[src/rtl/decode_stage_if.sv]
// Fetch-side and uop-side handshake bundle for decode_stage.
// The slave modport is the decode stage; the master modport is fetch plus the downstream consumer.
interface decode_stage_if #(
   parameter int INSTR_W  = 8,
   parameter int REG_AW   = 3,
   parameter int ALU_OP_W = 4
);
   logic                in_valid;
   logic                in_ready;
   logic [INSTR_W-1:0]  instr;
   logic                flush;
   logic                out_valid;
   logic                out_ready;
   logic [ALU_OP_W-1:0] alu_op;
   logic [REG_AW-1:0]   rs1;
   logic [REG_AW-1:0]   rs2;
   logic [REG_AW-1:0]   rd;
   logic [3:0]          branch_addr;
   logic [1:0]          imm;
   logic                mem_read;
   logic                mem_write;
   logic                mem_write_hi;
   logic                label_read;
   logic                reg_write;
   logic                branch;
   logic                jump;
   logic                halt;
   logic                illegal;

   modport slave (
      input  in_valid, instr, flush, out_ready,
      output in_ready, out_valid, alu_op, rs1, rs2, rd, branch_addr, imm,
             mem_read, mem_write, mem_write_hi, label_read, reg_write,
             branch, jump, halt, illegal
   );

   modport master (
      output in_valid, instr, flush, out_ready,
      input  in_ready, out_valid, alu_op, rs1, rs2, rd, branch_addr, imm,
             mem_read, mem_write, mem_write_hi, label_read, reg_write,
             branch, jump, halt, illegal
   );
endinterface

[src/rtl/decode_stage.sv]
// Registered valid/ready decode stage: two-beat store split, sticky halt, illegal-opcode flagging.
// Optional DECODE_STATS_EN adds saturating uop_count / stall_count outputs.
module decode_stage #(
   parameter int INSTR_W  = 8,
   parameter int REG_AW   = 3,
   parameter int ALU_OP_W = 4,
   parameter int V0_IDX   = 4,
   parameter int RC_IDX   = 5
) (
   input  logic clk,
   input  logic reset,
   decode_stage_if.slave io
`ifdef DECODE_STATS_EN
   ,
   output logic [15:0] uop_count,
   output logic [15:0] stall_count
`endif
);

   typedef struct packed {
      logic [ALU_OP_W-1:0] aluOp;
      logic [REG_AW-1:0]   rs1;
      logic [REG_AW-1:0]   rs2;
      logic [REG_AW-1:0]   rd;
      logic [3:0]          branchAddr;
      logic [1:0]          imm;
      logic                memRead;
      logic                memWrite;
      logic                memWriteHi;
      logic                labelRead;
      logic                regWrite;
      logic                branch;
      logic                jump;
      logic                halt;
      logic                illegal;
   } uopT;

   typedef enum logic [1:0] {RUN, ST2, HALTED} stateT;

   function automatic uopT decodeInstr(input logic [INSTR_W-1:0] ins);
      uopT                u;
      logic [3:0]         opc;
      logic [INSTR_W-5:0] opnd;
      logic [REG_AW-1:0]  a, b, low3;
      opc  = ins[INSTR_W-1 -: 4];
      opnd = ins[INSTR_W-5:0];
      a    = REG_AW'(opnd[3:2]);
      b    = REG_AW'(opnd[1:0]);
      low3 = REG_AW'(opnd[2:0]);
      u       = '0;
      u.aluOp = ALU_OP_W'(4'hF);
      case (opc)
         4'h0, 4'h8: begin
            u.aluOp = (opc == 4'h0) ? ALU_OP_W'(4'h0) : ALU_OP_W'(4'h2);
            u.rs1 = a; u.rs2 = b; u.rd = a; u.regWrite = 1'b1;
         end
         4'h1, 4'h4: begin
            u.aluOp = (opc == 4'h1) ? ALU_OP_W'(4'h1) : ALU_OP_W'(4'h3);
            u.rs1 = a; u.rd = a; u.imm = opnd[1:0]; u.regWrite = 1'b1;
         end
         4'h2: begin
            u.rs2 = b; u.rd = a; u.memRead = 1'b1; u.regWrite = 1'b1;
         end
         4'h3: begin
            u.rs1 = a; u.rs2 = b; u.memWrite = 1'b1;
         end
         4'h6: begin
            u.aluOp = ALU_OP_W'(4'h5); u.branchAddr = opnd[3:0];
            u.labelRead = 1'b1; u.branch = 1'b1;
         end
         4'h7: begin
            u.aluOp = ALU_OP_W'(4'hB); u.branchAddr = opnd[3:0];
            u.labelRead = 1'b1; u.jump = 1'b1;
         end
         4'h9: begin
            u.aluOp = ALU_OP_W'(4'hC); u.rs1 = low3; u.rd = REG_AW'(V0_IDX); u.regWrite = 1'b1;
         end
         4'hA: begin
            u.aluOp = ALU_OP_W'(4'hC); u.rs1 = REG_AW'(V0_IDX); u.rd = low3; u.regWrite = 1'b1;
         end
         4'hB: begin
            u.aluOp = ALU_OP_W'(4'h0); u.rs1 = a; u.rs2 = REG_AW'(RC_IDX); u.rd = a;
            u.regWrite = 1'b1;
         end
         4'hC: begin
            u.aluOp = ALU_OP_W'(4'h8); u.rs1 = low3; u.rd = low3; u.regWrite = 1'b1;
         end
         4'hD: begin
            u.aluOp = ALU_OP_W'(4'h6); u.rs1 = a; u.rs2 = b; u.rd = REG_AW'(V0_IDX);
            u.regWrite = 1'b1;
         end
         4'hE:    u.halt = 1'b1;
         default: u.illegal = 1'b1;
      endcase
      return u;
   endfunction

   stateT state;
   uopT   uop;
   uopT   dec;
   logic  outValid;
   logic  inReady;
   logic  accept;

   // Flush blocks acceptance in the same cycle so a flushed slot never loads.
   assign inReady = (state == RUN) && (!outValid || io.out_ready) && !io.flush;
   assign accept  = io.in_valid && inReady;
   assign dec     = decodeInstr(io.instr);

   always_ff @(posedge clk) begin
      if (reset) begin
         state    <= RUN;
         outValid <= 1'b0;
         uop      <= '0;
      end else if (io.flush) begin
         outValid <= 1'b0;
         if (state == ST2) state <= RUN;
      end else begin
         case (state)
            RUN: begin
               if (accept) begin
                  uop      <= dec;
                  outValid <= 1'b1;
                  if (dec.memWrite)  state <= ST2;
                  else if (dec.halt) state <= HALTED;
               end else if (io.out_ready) begin
                  outValid <= 1'b0;
               end
            end
            // Beat 1 is always valid here; beat 2 replaces it the cycle it is taken.
            ST2: begin
               if (io.out_ready) begin
                  uop.memWrite   <= 1'b0;
                  uop.memWriteHi <= 1'b1;
                  state          <= RUN;
               end
            end
            HALTED: begin
               if (io.out_ready) outValid <= 1'b0;
            end
            default: state <= RUN;
         endcase
      end
   end

   assign io.in_ready     = inReady;
   assign io.out_valid    = outValid;
   assign io.alu_op       = uop.aluOp;
   assign io.rs1          = uop.rs1;
   assign io.rs2          = uop.rs2;
   assign io.rd           = uop.rd;
   assign io.branch_addr  = uop.branchAddr;
   assign io.imm          = uop.imm;
   assign io.mem_read     = uop.memRead;
   assign io.mem_write    = uop.memWrite;
   assign io.mem_write_hi = uop.memWriteHi;
   assign io.label_read   = uop.labelRead;
   assign io.reg_write    = uop.regWrite;
   assign io.branch       = uop.branch;
   assign io.jump         = uop.jump;
   assign io.halt         = uop.halt;
   assign io.illegal      = uop.illegal;

`ifdef DECODE_STATS_EN
   always_ff @(posedge clk) begin
      if (reset) begin
         uop_count   <= '0;
         stall_count <= '0;
      end else begin
         if (outValid && io.out_ready && (uop_count != 16'hFFFF))
            uop_count <= uop_count + 16'd1;
         if (io.in_valid && !inReady && (stall_count != 16'hFFFF))
            stall_count <= stall_count + 16'd1;
      end
   end
`endif

endmodule

[src/flat_wrapper.sv]
// flat-port wrapper written by rule: the top's interface ports become plain ports
module decode_stage_flat 
#(
   parameter int INSTR_W  = 8,
   parameter int REG_AW   = 3,
   parameter int ALU_OP_W = 4,
   parameter int V0_IDX   = 4,
   parameter int RC_IDX   = 5
)
  (clk, reset, io_in_valid, io_instr, io_flush, io_out_ready, io_in_ready, io_out_valid, io_alu_op, io_rs1, io_rs2, io_rd, io_branch_addr, io_imm, io_mem_read, io_mem_write, io_mem_write_hi, io_label_read, io_reg_write, io_branch, io_jump, io_halt, io_illegal);
  decode_stage_if #(.INSTR_W(INSTR_W), .REG_AW(REG_AW), .ALU_OP_W(ALU_OP_W)) io_i ();
  input  logic clk;
  input  logic reset;
  input wire logic [$bits(io_i.in_valid)-1:0] io_in_valid;
  input wire logic [$bits(io_i.instr)-1:0] io_instr;
  input wire logic [$bits(io_i.flush)-1:0] io_flush;
  input wire logic [$bits(io_i.out_ready)-1:0] io_out_ready;
  output wire logic [$bits(io_i.in_ready)-1:0] io_in_ready;
  output wire logic [$bits(io_i.out_valid)-1:0] io_out_valid;
  output wire logic [$bits(io_i.alu_op)-1:0] io_alu_op;
  output wire logic [$bits(io_i.rs1)-1:0] io_rs1;
  output wire logic [$bits(io_i.rs2)-1:0] io_rs2;
  output wire logic [$bits(io_i.rd)-1:0] io_rd;
  output wire logic [$bits(io_i.branch_addr)-1:0] io_branch_addr;
  output wire logic [$bits(io_i.imm)-1:0] io_imm;
  output wire logic [$bits(io_i.mem_read)-1:0] io_mem_read;
  output wire logic [$bits(io_i.mem_write)-1:0] io_mem_write;
  output wire logic [$bits(io_i.mem_write_hi)-1:0] io_mem_write_hi;
  output wire logic [$bits(io_i.label_read)-1:0] io_label_read;
  output wire logic [$bits(io_i.reg_write)-1:0] io_reg_write;
  output wire logic [$bits(io_i.branch)-1:0] io_branch;
  output wire logic [$bits(io_i.jump)-1:0] io_jump;
  output wire logic [$bits(io_i.halt)-1:0] io_halt;
  output wire logic [$bits(io_i.illegal)-1:0] io_illegal;
  assign io_i.in_valid = io_in_valid;
  assign io_i.instr = io_instr;
  assign io_i.flush = io_flush;
  assign io_i.out_ready = io_out_ready;
  assign io_in_ready = io_i.in_ready;
  assign io_out_valid = io_i.out_valid;
  assign io_alu_op = io_i.alu_op;
  assign io_rs1 = io_i.rs1;
  assign io_rs2 = io_i.rs2;
  assign io_rd = io_i.rd;
  assign io_branch_addr = io_i.branch_addr;
  assign io_imm = io_i.imm;
  assign io_mem_read = io_i.mem_read;
  assign io_mem_write = io_i.mem_write;
  assign io_mem_write_hi = io_i.mem_write_hi;
  assign io_label_read = io_i.label_read;
  assign io_reg_write = io_i.reg_write;
  assign io_branch = io_i.branch;
  assign io_jump = io_i.jump;
  assign io_halt = io_i.halt;
  assign io_illegal = io_i.illegal;
  decode_stage #(.INSTR_W(INSTR_W), .REG_AW(REG_AW), .ALU_OP_W(ALU_OP_W), .V0_IDX(V0_IDX), .RC_IDX(RC_IDX)) u_core (.clk(clk), .reset(reset), .io(io_i));
endmodule
[config.mk]
export PLATFORM = sky130hd
export DESIGN_NAME = decode_stage_flat
export DESIGN_NICKNAME = d
export VERILOG_FILES = /design/src/rtl/decode_stage_if.sv /design/src/rtl/decode_stage.sv /design/src/flat_wrapper.sv
export SDC_FILE = /design/constraint.sdc
export NUM_CORES = 1
export LEC_CHECK = 0
export BUFFER_PORTS_ARGS = -buffer_cell sky130_fd_sc_hd__buf_2
export CORE_MARGIN = 2
export CORE_UTILIZATION = 59
export CTS_BUF_LIST = sky130_fd_sc_hd__clkbuf_4 sky130_fd_sc_hd__clkbuf_8
export CTS_CLUSTER_DIAMETER = 30
export DETAILED_ROUTE_END_ITERATION = 7
export HOLD_SLACK_MARGIN = 0.15
export PLACE_DENSITY = 0.83
export REMOVE_ABC_BUFFERS = 1
export SYNTH_ARGS = -nofsm -noshare
export SYNTH_HDL_FRONTEND = slang
export SYNTH_SLANG_ARGS = --single-unit
export TNS_END_PERCENT = 50
[constraint.sdc]
create_clock -name clk -period 2.3 [get_ports clk]
set_input_delay 0 -clock clk [delete_from_list [all_inputs] [get_ports clk]]
set_output_delay 0 -clock clk [all_outputs]
set_load 0.01 [all_outputs]
==> summary.txt, run 1 <==
Clocking
  – CTS tree: yes
  – Htree depth: 2
  – Clock latency on the worst-skew pair: 320 ps
  – CTS Buffer Depth: 2
  – Clock Sinks: 31
  – CTS clk-pin slew, worst paths: 90 ps
  – TritonCTS buffer count: 5
  – Post-CTS resize count: 0
  – Root buffer cell: clkbuf_4

Global route
  – GR Util met3: 5.240%
  – GRT Util Overall: 24.00%
  – First-pass GRT wire length: 6499 um
  – GR Layer Usage met2: 39.21%
  – Largest net degree at the start of global routing: 36
  – GR peak layer: met2
  – Total gr overflow: 0
  – Vias in the first global route: 1465
  – Initial antenna violation count: 0
  – Met1 GRT Util: 31.61%

Routing
  – Wire per inst: 13.61 um
  – WL final: 3919 um
  – DRC errors left: 0
  – Antenna Nets Post-Route: 0
  – TritonRoute pass-1 iters: 4
  – Routed vias/inst: 5.920
  – Vias: 1705
  – DRT iter0 DRCs: 68

Timing
  – Final setup TNS: 0 ps
  – Worst Slack Setup Final: 576.5 ps
  – Clock Skew: 5.466 ps
  – Final hold viol count: 0
  – Setup repair after global routing missed its margin: false
  – Min Tclk post-route: 1724 ps
  – Worst slew margin: 58.70%
  – Final Max Slew Viols: 0
  – Hold WS: 171.5 ps
  – Final setup fails: 0
  – Fmax achieved: 580.2 MHz
  – Tcrit/Tclk final: 74.93%
  – Worst Tran Pin Value: 619.4 ps

Layout
  – Non-Filler Instances: 288
  – Area taken by multi-input logic gates: 985.9 um2
  – Layout cell share with drive strength beyond 1: 22.96%
  – Layout Utilization: 71.16%
  – Fillers: 212
  – N_diodes: 0
  – Layout area overhead: 12.44%
  – Sequential cell area: 620.6 um2
  – Final instance area: 0.002013 mm2
  – Final nets: 269

Logic synthesis
  – Post-synthesis register bit count: 31
  – Post-Syn Area: 0.001790 mm2
  – Synthesized area per cell: 8.065 um2
  – Yosys warning total: 0
  – Post-synthesis cell type count: 48
  – Sequential area share after synthesis: 34.66%
  – Most used DFF post-synth: dfxtp_1
  – Number of synthesized flops with an enable pin: 0
  – Post-synth ARST share: 0%
  – Post-synthesis instance total: 222

Die
  – Die Wd: 59.09 um
  – Initial Util: 63.29%
  – Height of the chip: 59.09 um
  – Core ar.: 0.002829 mm2
  – Die ar.: 0.003492 mm2
  – # IOs: 43
  – Rows: 19

Placement
  – GP Congestion: 0.8006
  – Dpl cells: 273
  – Placed Area: 0.001886 mm2
  – Hpwl dp: 2484 um
  – # port buffers: 42
  – DP Worst Slack: 679.2 ps

Flow run
  – Max-Cap Viols: 0

Worst hold path
  – Hold Crit Depth: 3
  – Hold path start: io_instr[7]
  – Worst Hold Class: in2reg
  – End of the worst hold path: u_core.io.rs1[2]$_SDFFE_PP0P_

Setup path
  – Setup CP Type: reg2reg
  – Crit-path max cell delay: 570 ps
  – R2R depth: 5
  – CP max stage cell: dlygate4sd3_1
  – Reg2reg end: u_core.io.out_valid$_SDFFE_PP0P_
  – Reg2reg start: u_core.io.out_valid$_SDFFE_PP0P_
  – Critical Path AT: 1990 ps
  – R2R Setup Slk: 580 ps
  – Crit-path cells: nor2b_1, nand4bb_1, buf_4, a211oi_1, dlygate4sd3_1
  – Maximum fanout along the worst path: 17
  – CP startpoint kind: register
  – Crit end category: register
  – Worst path required time: 2570 ps

Power
  – Power Total: 1.079 mW
  – Pwr per Cell Area: 536.1 mW/mm2
  – Leak: 0.8061 nW
  – VDD IR max: 0.3272 mV

Status
  – Status: completed
-- area by class of cell --
type / count / share of cell area, %
multi-input cells: 163 / 48.97
flip-flops and latches: 31 / 30.83
repair buffers: 51 / 14.67
clock buffers: 7 / 2.610
well taps: 31 / 1.927
inverters: 4 / 0.7458
clock inverters: 1 / 0.2486
-- cells by family after synthesis --
family	synth area share, %
muxes	2.795
xor gates and xnor gates	1.468
and+or+nand+nor	26.28
buffers and inverters	10.27
AOI/OAI and AO/OA	23.41
adders and majority gates	1.118
DFF	34.66
-- report_power, final --
part | total [mW] | leakage (nW) | internal, mW | switching (mW)
logic | 0.200 | 0.519 | 0.0762 | 0.124
clock network | 0.320 | 0.0361 | 0.143 | 0.177
registers | 0.559 | 0.251 | 0.551 | 0.00751
total | 1.08 | 0.806 | 0.770 | 0.309
-- layout by cell type (no fill, tap or decap), types with 4 or more instances in the layout --
master / count
buf_2: 42
dfxtp_1: 31
a21oi_1: 28
nand2_1: 26
nand3_1: 16
nor2_1: 10
o21ai_0: 7
clkbuf_4: 7
dlygate4sd3_1: 7
nor2b_1: 6
a211oi_1: 6
mux2i_1: 5
nand2b_1: 5
inv_1: 4
nand4_1: 4
-- critical path, delay by kind of cell (launching register included) --
family          cells  cell delay (ps)
flops               1              320
simple gates        2              360
buf+inv             2              790
compound gates      1              200
-- worst max path at each step --
stage	cells after the start	to	from
after global placement	4	u_core.io.alu_op[0]$_SDFFE_PP0P_	u_core.io.out_valid$_SDFFE_PP0P_
after detailed placement	4	u_core.io.alu_op[0]$_SDFFE_PP0P_	u_core.state[1]$_SDFFE_PP0P_
after floorplan	4	u_core.state[1]$_SDFFE_PP0P_	u_core.io.out_valid$_SDFFE_PP0P_
after global routing	5	u_core.io.out_valid$_SDFFE_PP0P_	u_core.state[1]$_SDFFE_PP0P_
final	5	u_core.io.out_valid$_SDFFE_PP0P_	u_core.io.out_valid$_SDFFE_PP0P_
after CTS	5	u_core.io.out_valid$_SDFFE_PP0P_	u_core.io.out_valid$_SDFFE_PP0P_
-- flip-flops by register name, indices dropped and copies added, names as in the netlist --
register                cells
u_core.io.out_valid         1
u_core.io.halt              1
u_core.io.mem_write         1
u_core.io.reg_write         1
u_core.io.rd                3
u_core.io.branch_addr       4
u_core.io.label_read        1
u_core.io.jump              1
u_core.io.mem_write_hi      1
u_core.io.rs1               3
u_core.io.imm               2
u_core.io.alu_op            4
u_core.state                2
u_core.io.rs2               3
u_core.io.illegal           1
u_core.io.mem_read          1
u_core.io.branch            1
-- metal layers --
metal / up-vias / wire length (um)
met2: 57 / 1847
li1: 865 / -
met4: 0 / 22
met3: 4 / 212
met1: 779 / 1836
met5: - / 0
-- synthesized netlist by cell type (2+ instances only) --
cell type  instances  area, um2
o21a_1             2      15.01
nand2_1           26      97.59
nand4_1            4      25.02
nor2b_1            6      37.54
nor3b_1            2      15.01
nand4b_1           2      17.52
a221oi_1           2      17.52
maj3_1             2      20.02
mux2i_1            5      50.05
inv_1              4      15.01
nand3_1           16      80.08
a21oi_1           28      140.1
nor2_2             2      12.51
nand3b_1           3      22.52
clkbuf_1           4      15.01
and2_1             2      12.51
xor2_1             2      17.52
a211oi_1           6      45.04
dfxtp_1           31      620.6
nand2b_1           5      31.28
buf_6              5      56.30
buf_4              3      22.52
buf_2             11      55.05
nor2_1            10      37.54
o21ai_1            3      15.01
o211ai_1           3      22.52
nor3_1             3      15.01
o31ai_1            2      15.01
o21ai_0            7      35.03
a31oi_1            3      18.77
-- timing repair --
action                                 CTS  global route
endpoints found under the hold margin   11             0
hold buffers                             7             0
setup buffers                            0             0
Note: power is estimated with default switching activity, not from simulation.
==> inputs of run 2 (changes only) <==
--- a/config.mk
+++ b/config.mk
@@ -7,12 +7,12 @@
 export LEC_CHECK = 0
 export BUFFER_PORTS_ARGS = -buffer_cell sky130_fd_sc_hd__buf_2
 export CORE_MARGIN = 2
-export CORE_UTILIZATION = 59
+export CORE_UTILIZATION = 50
 export CTS_BUF_LIST = sky130_fd_sc_hd__clkbuf_4 sky130_fd_sc_hd__clkbuf_8
 export CTS_CLUSTER_DIAMETER = 30
 export DETAILED_ROUTE_END_ITERATION = 7
 export HOLD_SLACK_MARGIN = 0.15
-export PLACE_DENSITY = 0.83
+export PLACE_DENSITY = 0.74
 export REMOVE_ABC_BUFFERS = 1
 export SYNTH_ARGS = -nofsm -noshare
 export SYNTH_HDL_FRONTEND = slang
==> constraint.sdc (replaced) <==
create_clock -name clk -period 1.44 [get_ports clk]
set_input_delay 0 -clock clk [delete_from_list [all_inputs] [get_ports clk]]
set_output_delay 0 -clock clk [all_outputs]
set_load 0.01 [all_outputs]
==> run 2 against run 1 <==
  * Core utilization down 6.3 points
  * Non-clock buffer count up 14
  * Largest power group unchanged
  * Fmax up 25%
  * Critical path type unchanged
==> summary.txt, run 2 (synthesis results as in run 1) <==
Layout
  – N_diodes: 0 (unchanged)
  – Layout area overhead: 22.85%
  – Fillers: 332 (+57%)
  – Most frequent cells in the layout: 41 x buf_2, 31 x dfxtp_1, 28 x a21oi_1, 26 x nand2_1, 16 x nand3_1
  – Most common cell after layout, fill and taps aside: buf_2
  – Area taken by multi-input logic gates: 997.2 um2 (+1.1%)
  – Layout Utilization: 64.89% (-6.3 points)
  – Sequential cell area: 620.6 um2 (unchanged)
  – Layout cell share with drive strength beyond 1: 25.93% (+3.0 points)
  – Final nets: 283 (+5.2%)

Power
  – VDD IR max: 0.5631 mV (+72%)
  – Internal: 1.270 mW (+65%)
  – Seq pwr share: 50.0% (-1.8 points)
  – Sw frac: 28.91% (+0.27 points)
  – Clock power frac: 29.0% (-0.6 points)
  – Pwr per Cell Area: 811.9 mW/mm2 (+51%)
  – Leak: 0.8863 nW (+9.9%)
  – P_sw: 516.2 uW (+67%)
  – Logic pwr share: 21.0% (+2.4 points)

Status
  – Status: completed

Placement
  – GP Congestion: 0.8447 (+5.5%)
  – # port buffers: 42 (unchanged)
  – Hpwl dp: 2816 um (+13%)
  – DP Worst Slack: 84.56 ps (-594.7 ps)

Setup path
  – Setup CP Type: reg2reg
  – Reg2reg start: u_core.io.out_valid$_SDFFE_PP0P_
  – Crit-path cells: nor2b_2, and4bb_4, clkbuf_16, nand4b_1, a21oi_1
  – Crit-path max cell delay: 380 ps (-190 ps)
  – Critical Path AT: 1660 ps (-330 ps)
  – R2R depth: 5 (unchanged)
  – Worst path required time: 1720 ps (-850 ps)
  – Worst setup startpoint: u_core.io.out_valid$_SDFFE_PP0P_
  – CP startpoint kind: register
  – Maximum fanout along the worst path: 15 (-2)
  – Crit path to: u_core.io.rs2[2]$_SDFFE_PP0P_
  – Crit end category: register
  – R2R Setup Slk: 60 ps (-520 ps)
  – Reg2reg end: u_core.io.rs2[2]$_SDFFE_PP0P_
  – CP max stage cell: and4bb_4

Die
  – # IOs: 43 (unchanged)
  – Core ar.: 0.003390 mm2 (+20%)
  – Rows: 21 (+2)
  – Die Wd: 63.84 um (+8.0%)
  – Die ar.: 0.004076 mm2 (+17%)
  – Initial Util: 52.82% (-10 points)
  – Height of the chip: 63.84 um (+8.0%)

Clocking
  – Root buffer cell: clkbuf_4
  – CTS Buffer Depth: 2 (unchanged)
  – Clock latency on the worst-skew pair: 340 ps (+20 ps)
  – TritonCTS buffer count: 5 (unchanged)
  – CTS tree: yes
  – Htree depth: 2 (unchanged)
  – Clock Sinks: 31 (unchanged)
  – CTS clk-pin slew, worst paths: 100 ps (about the same)

Routing
  – TritonRoute pass-1 iters: 4 (unchanged)
  – Antenna Nets Post-Route: 0 (unchanged)
  – Wire per inst: 13.46 um (-1.1%)
  – DRT iter0 DRCs: 63 (-7.4%)
  – Routed vias/inst: 5.494 (-7.2%)
  – DRC errors left: 0 (unchanged)
  – Vias: 1736 (+1.8%)
  – WL final: 4254 um (+8.5%)

Timing
  – Min Tclk post-route: 1382 ps (-341.6 ps)
  – Worst Tran Pin Value: 468.7 ps (-150.8 ps)
  – Hold WS: 239.2 ps (+67.63 ps)
  – Fmax achieved: 723.6 MHz (+25%)
  – Worst Slack Setup Final: 58.07 ps (-518.4 ps)
  – Final hold viol count: 0 (unchanged)
  – Final setup fails: 0 (unchanged)
  – Clock Skew: 9.926 ps (+4.460 ps)
  – Worst slew margin: 68.76% (+10 points)
  – Tcrit/Tclk final: 95.97% (+21 points)
  – Final Max Slew Viols: 0 (unchanged)

Global route
  – Vias in the first global route: 1635 (+12%)
  – Largest net degree at the start of global routing: 31 (-14%)
  – Total gr overflow: 0 (unchanged)
  – Initial antenna violation count: 0 (unchanged)
  – First-pass GRT wire length: 7307 um (+12%)
  – GRT Util Overall: 22.54% (-1.5 points)

Flow run
  – Max-Cap Viols: 0 (unchanged)

Worst hold path
  – Worst Hold Class: in2reg
[run 2: worst max-delay path: cells and delay by family, from the launching register on]
family	cells	cell delay, ps
buffers and inverters	1	190
and+or+nand+nor	3	660
AOI/OAI and AO/OA	1	140
DFF	1	330
[run 2: power by group through the flow]
stage	combinational [mW]	clock, mW	sequential, mW
floorplan	0.151	0	0.924
CTS	0.357	0.539	0.893
global placement	0.334	0	0.912
global route	0.416	0.576	0.897
detailed placement	0.336	0	0.913
finish	0.375	0.519	0.892
[run 2: how the worst min path moves through the flow]
| stage | slack (ps) | to | start | cells past startpoint |
|---|---|---|---|---|
| global route | 270 | u_core.state[1]$_SDFFE_PP0P_ | io_in_valid | 4 |
| global placement | 270 | u_core.io.out_valid$_SDFFE_PP0P_ | io_flush | 2 |
| detailed placement | 280 | u_core.io.out_valid$_SDFFE_PP0P_ | io_flush | 2 |
| CTS | 210 | u_core.io.alu_op[0]$_SDFFE_PP0P_ | io_instr[5] | 3 |
| finish | 240 | u_core.io.alu_op[0]$_SDFFE_PP0P_ | io_instr[5] | 3 |
| floorplan | 50 | io_in_ready | io_flush | 1 |
[run 2: through the flow]
stage | power (mW) | cell area [um2] | std cells | TNS (ps)
after floorplan | 1.075 | 1622 | 198 | -3098
after global placement | 1.246 | 2004 | 298 | 0
after detailed placement | 1.249 | 2004 | 298 | 0
after CTS | 1.789 | 2161 | 315 | 0
after global routing | 1.889 | 2200 | 316 | -15.46
final | 1.786 | 2200 | 316 | 0
[run 2: timing repair]
item	in CTS	in global routing
hold buffers	10	0
hold endpoints to repair	24	0
gates resized for setup	0	5
endpoints found under the setup margin	0	20
setup buffers	0	0
[run 2: final cells by class]
class	count	share of cell area, %
Multi-Input combinational cell	163	45.34
Sequential cell	31	28.21
Timing Repair Buffer	65	20.59
Tap cell	46	2.617
Clock buffer	6	2.332
Inverter	4	0.6826
Clock inverter	1	0.2275
[run 2: metal layers]
metal / vias to the layer above / global-route usage, % / wire length (um)
met1: 794 / 28.19 / 2046
met2: 41 / 36.98 / 1957
li1: 897 / - / -
met5: - / 0 / 0
met4: 0 / 9.511 / 26
met3: 4 / 5.282 / 224
==> inputs of run 3 (changes only) <==
--- a/config.mk
+++ b/config.mk
@@ -11,8 +11,9 @@
 export CTS_BUF_LIST = sky130_fd_sc_hd__clkbuf_4 sky130_fd_sc_hd__clkbuf_8
 export CTS_CLUSTER_DIAMETER = 30
 export DETAILED_ROUTE_END_ITERATION = 7
+export GPL_TIMING_DRIVEN = 0
 export HOLD_SLACK_MARGIN = 0.15
-export PLACE_DENSITY = 0.74
+export PLACE_DENSITY = 0.78
 export REMOVE_ABC_BUFFERS = 1
 export SYNTH_ARGS = -nofsm -noshare
 export SYNTH_HDL_FRONTEND = slang
==> run 3 against run 2 <==
  * Global-route usage about the same
  * Final cell count decreased by 1.9%
  * Register-to-register slack improved by 20 ps
  * Design area decreased by 0.11%
  * Clock skew decreased by 2.7 ps
  * Wire length increased by 6.9%
  * Highest routed layer unchanged
==> summary.txt, run 3 (synthesis results as in run 1) <==
Clocking
  – Clock Sinks: 31 (unchanged)
  – Clock latency on the worst-skew pair: 350 ps (about the same)
  – CTS tree: yes
  – Htree depth: 2 (unchanged)
  – CTS clk-pin slew, worst paths: 100 ps (about the same)
  – CTS Buffer Depth: 2 (unchanged)
  – Root buffer cell: clkbuf_4
  – TritonCTS buffer count: 5 (unchanged)

Power
  – Power Total: 1.881 mW (+5.3%)
  – Leak: 0.8552 nW (-3.5%)
  – Pwr per Cell Area: 855.9 mW/mm2 (+5.4%)
  – VDD IR max: 0.5774 mV (+2.5%)

Die
  – Die Wd: 63.84 um (unchanged)
  – Rows: 21 (unchanged)
  – Initial Util: 52.82% (unchanged)
  – Core ar.: 0.003390 mm2 (unchanged)
  – Die ar.: 0.004076 mm2 (unchanged)
  – # IOs: 43 (unchanged)
  – Height of the chip: 63.84 um (unchanged)

Timing
  – Tcrit/Tclk final: 94.56% (-1.4 points)
  – Worst Tran Pin Value: 624.6 ps (+156.0 ps)
  – Final setup TNS: 0 ps (unchanged)
  – Fmax achieved: 734.4 MHz (+1.5%)
  – Min Tclk post-route: 1362 ps (-20.34 ps)
  – Final hold viol count: 0 (unchanged)
  – Final Max Slew Viols: 0 (unchanged)
  – Final setup fails: 0 (unchanged)
  – Worst slew margin: 58.36% (-10 points)
  – Clock Skew: 7.195 ps (-2.731 ps)

Layout
  – Layout Utilization: 64.82% (-0.074 points)
  – Layout area overhead: 22.71%
  – Sequential cell area: 620.6 um2 (unchanged)
  – N_diodes: 0 (unchanged)
  – Final nets: 276 (-2.5%)
  – Area taken by multi-input logic gates: 0.001081 mm2 (+8.4%)
  – Final instance area: 0.002197 mm2 (-0.11%)
  – Most frequent cells in the layout: 42 x buf_2, 31 x dfxtp_1, 28 x a21oi_1, 26 x nand2_1, 16 x nand3_1
  – Most common cell after layout, fill and taps aside: buf_2
  – Fillers: 291 (-12%)
  – Layout cell share with drive strength beyond 1: 26.14% (+0.21 points)

Global route
  – First-pass GRT wire length: 7348 um (+0.56%)
  – Largest net degree at the start of global routing: 36 (+16%)
  – GRT Util Overall: 22.56% (about the same)
  – Total gr overflow: 0 (unchanged)
  – Initial antenna violation count: 0 (unchanged)
  – Vias in the first global route: 1539 (-5.9%)

Routing
  – DRC errors left: 0 (unchanged)
  – DRT iter0 DRCs: 139 (+120%)
  – Wire per inst: 14.66 um (+8.9%)
  – Vias: 1784 (+2.8%)
  – WL final: 4546 um (+6.9%)
  – TritonRoute pass-1 iters: 4 (unchanged)
  – Routed vias/inst: 5.755 (+4.8%)
  – Antenna Nets Post-Route: 0 (unchanged)

Status
  – Status: completed

Setup path
  – Crit path max-delay family: simple AND/OR/NAND/NOR gates
  – Worst path required time: 1720 ps (about the same)
  – Setup CP Type: reg2reg
  – CP Buf/Inv Count: 0 (-1)
  – Maximum fanout along the worst path: 7 (-8)
  – Crit end category: register
  – CP max stage cell: and4bb_2
  – CP startpoint kind: register
  – Crit-path max cell delay: 400 ps (+20 ps)
  – R2R Setup Slk: 80 ps (+20 ps)
  – Crit-path cells: nor2_4, and4bb_2, nand4_1, a21oi_1
  – Critical Path AT: 1640 ps (-20 ps)

Placement
  – Hpwl dp: 2461 um (-13%)
  – GP Congestion: 0.7726 (-8.5%)
  – Placed Area: 0.001889 mm2 (-5.7%)
  – # port buffers: 42 (unchanged)

Worst hold path
  – Worst Hold Class: in2reg

Flow run
  – Max-Cap Viols: 0 (unchanged)
[run 3: changes by cell type in the layout (fill, tap and decap cells not counted), sizes merged]
cell | previous run | this run
dlygate4sd3 | 10 | 7
and4bb | 1 | 3
nand4bb | 1 | 2
buf | 54 | 48
clkbuf | 7 | 8
clkinv | 1 | 0
[run 3: cell type report]
type                            count  share of cell area (%)
Timing Repair Buffer               55                   15.95
Sequential cell                    31                   28.25
Clock buffer                        8                   3.303
Inverter                            4                  0.6834
Tap cell                           46                   2.620
Multi-Input combinational cell    166                   49.20
[run 3: worst paths after layout]
| kind | end | startpoint | depth (start not counted) |
|---|---|---|---|
| max | u_core.io.halt$_SDFFE_PP0P_ | u_core.state[1]$_SDFFE_PP0P_ | 4 |
| min | u_core.io.rd[2]$_SDFFE_PP0P_ | reset | 2 |
| max reg2reg | u_core.io.halt$_SDFFE_PP0P_ | u_core.state[1]$_SDFFE_PP0P_ | 4 |
| min reg2reg | u_core.io.alu_op[0]$_SDFFE_PP0P_ | u_core.io.alu_op[0]$_SDFFE_PP0P_ | 2 |
[run 3: metal layers]
metal / vias to the layer above / global-route usage, % / share of wire, %
met2: 48 / 34.24 / 48
li1: 889 / - / -
met4: 0 / 9.239 / 1.5
met5: - / 0 / 0
met3: 7 / 5.106 / 5.1
met1: 840 / 30.77 / 46
[run 3: what timing repair did]
item | CTS | global route
hold buffers | 6 | 1
cloned | 2 | 1
pin swaps | 3 | 4
gates resized for setup | 6 | 3
setup buffers | 0 | 6
hold endpoints to repair | 12 | 1
endpoints found under the setup margin | 31 | 27
[run 3: stage by stage]
step / hold WS [ps] / std cells / worst slack [ps]
final: 149.8 / 310 / 78.41
after global routing: 170.4 / 310 / -33.76
after CTS: 150.2 / 302 / 21.39
after detailed placement: 269.7 / 286 / -803.9
after global placement: 264.6 / 286 / -826.6
after floorplan: 50.40 / 198 / -307.1
[run 3: power by group]
group	internal, mW	leakage (nW)	switching (mW)	total, mW
Sequential	0.881	0.251	0.0123	0.893
Clock	0.306	0.0420	0.307	0.612
Combinational	0.151	0.562	0.224	0.375
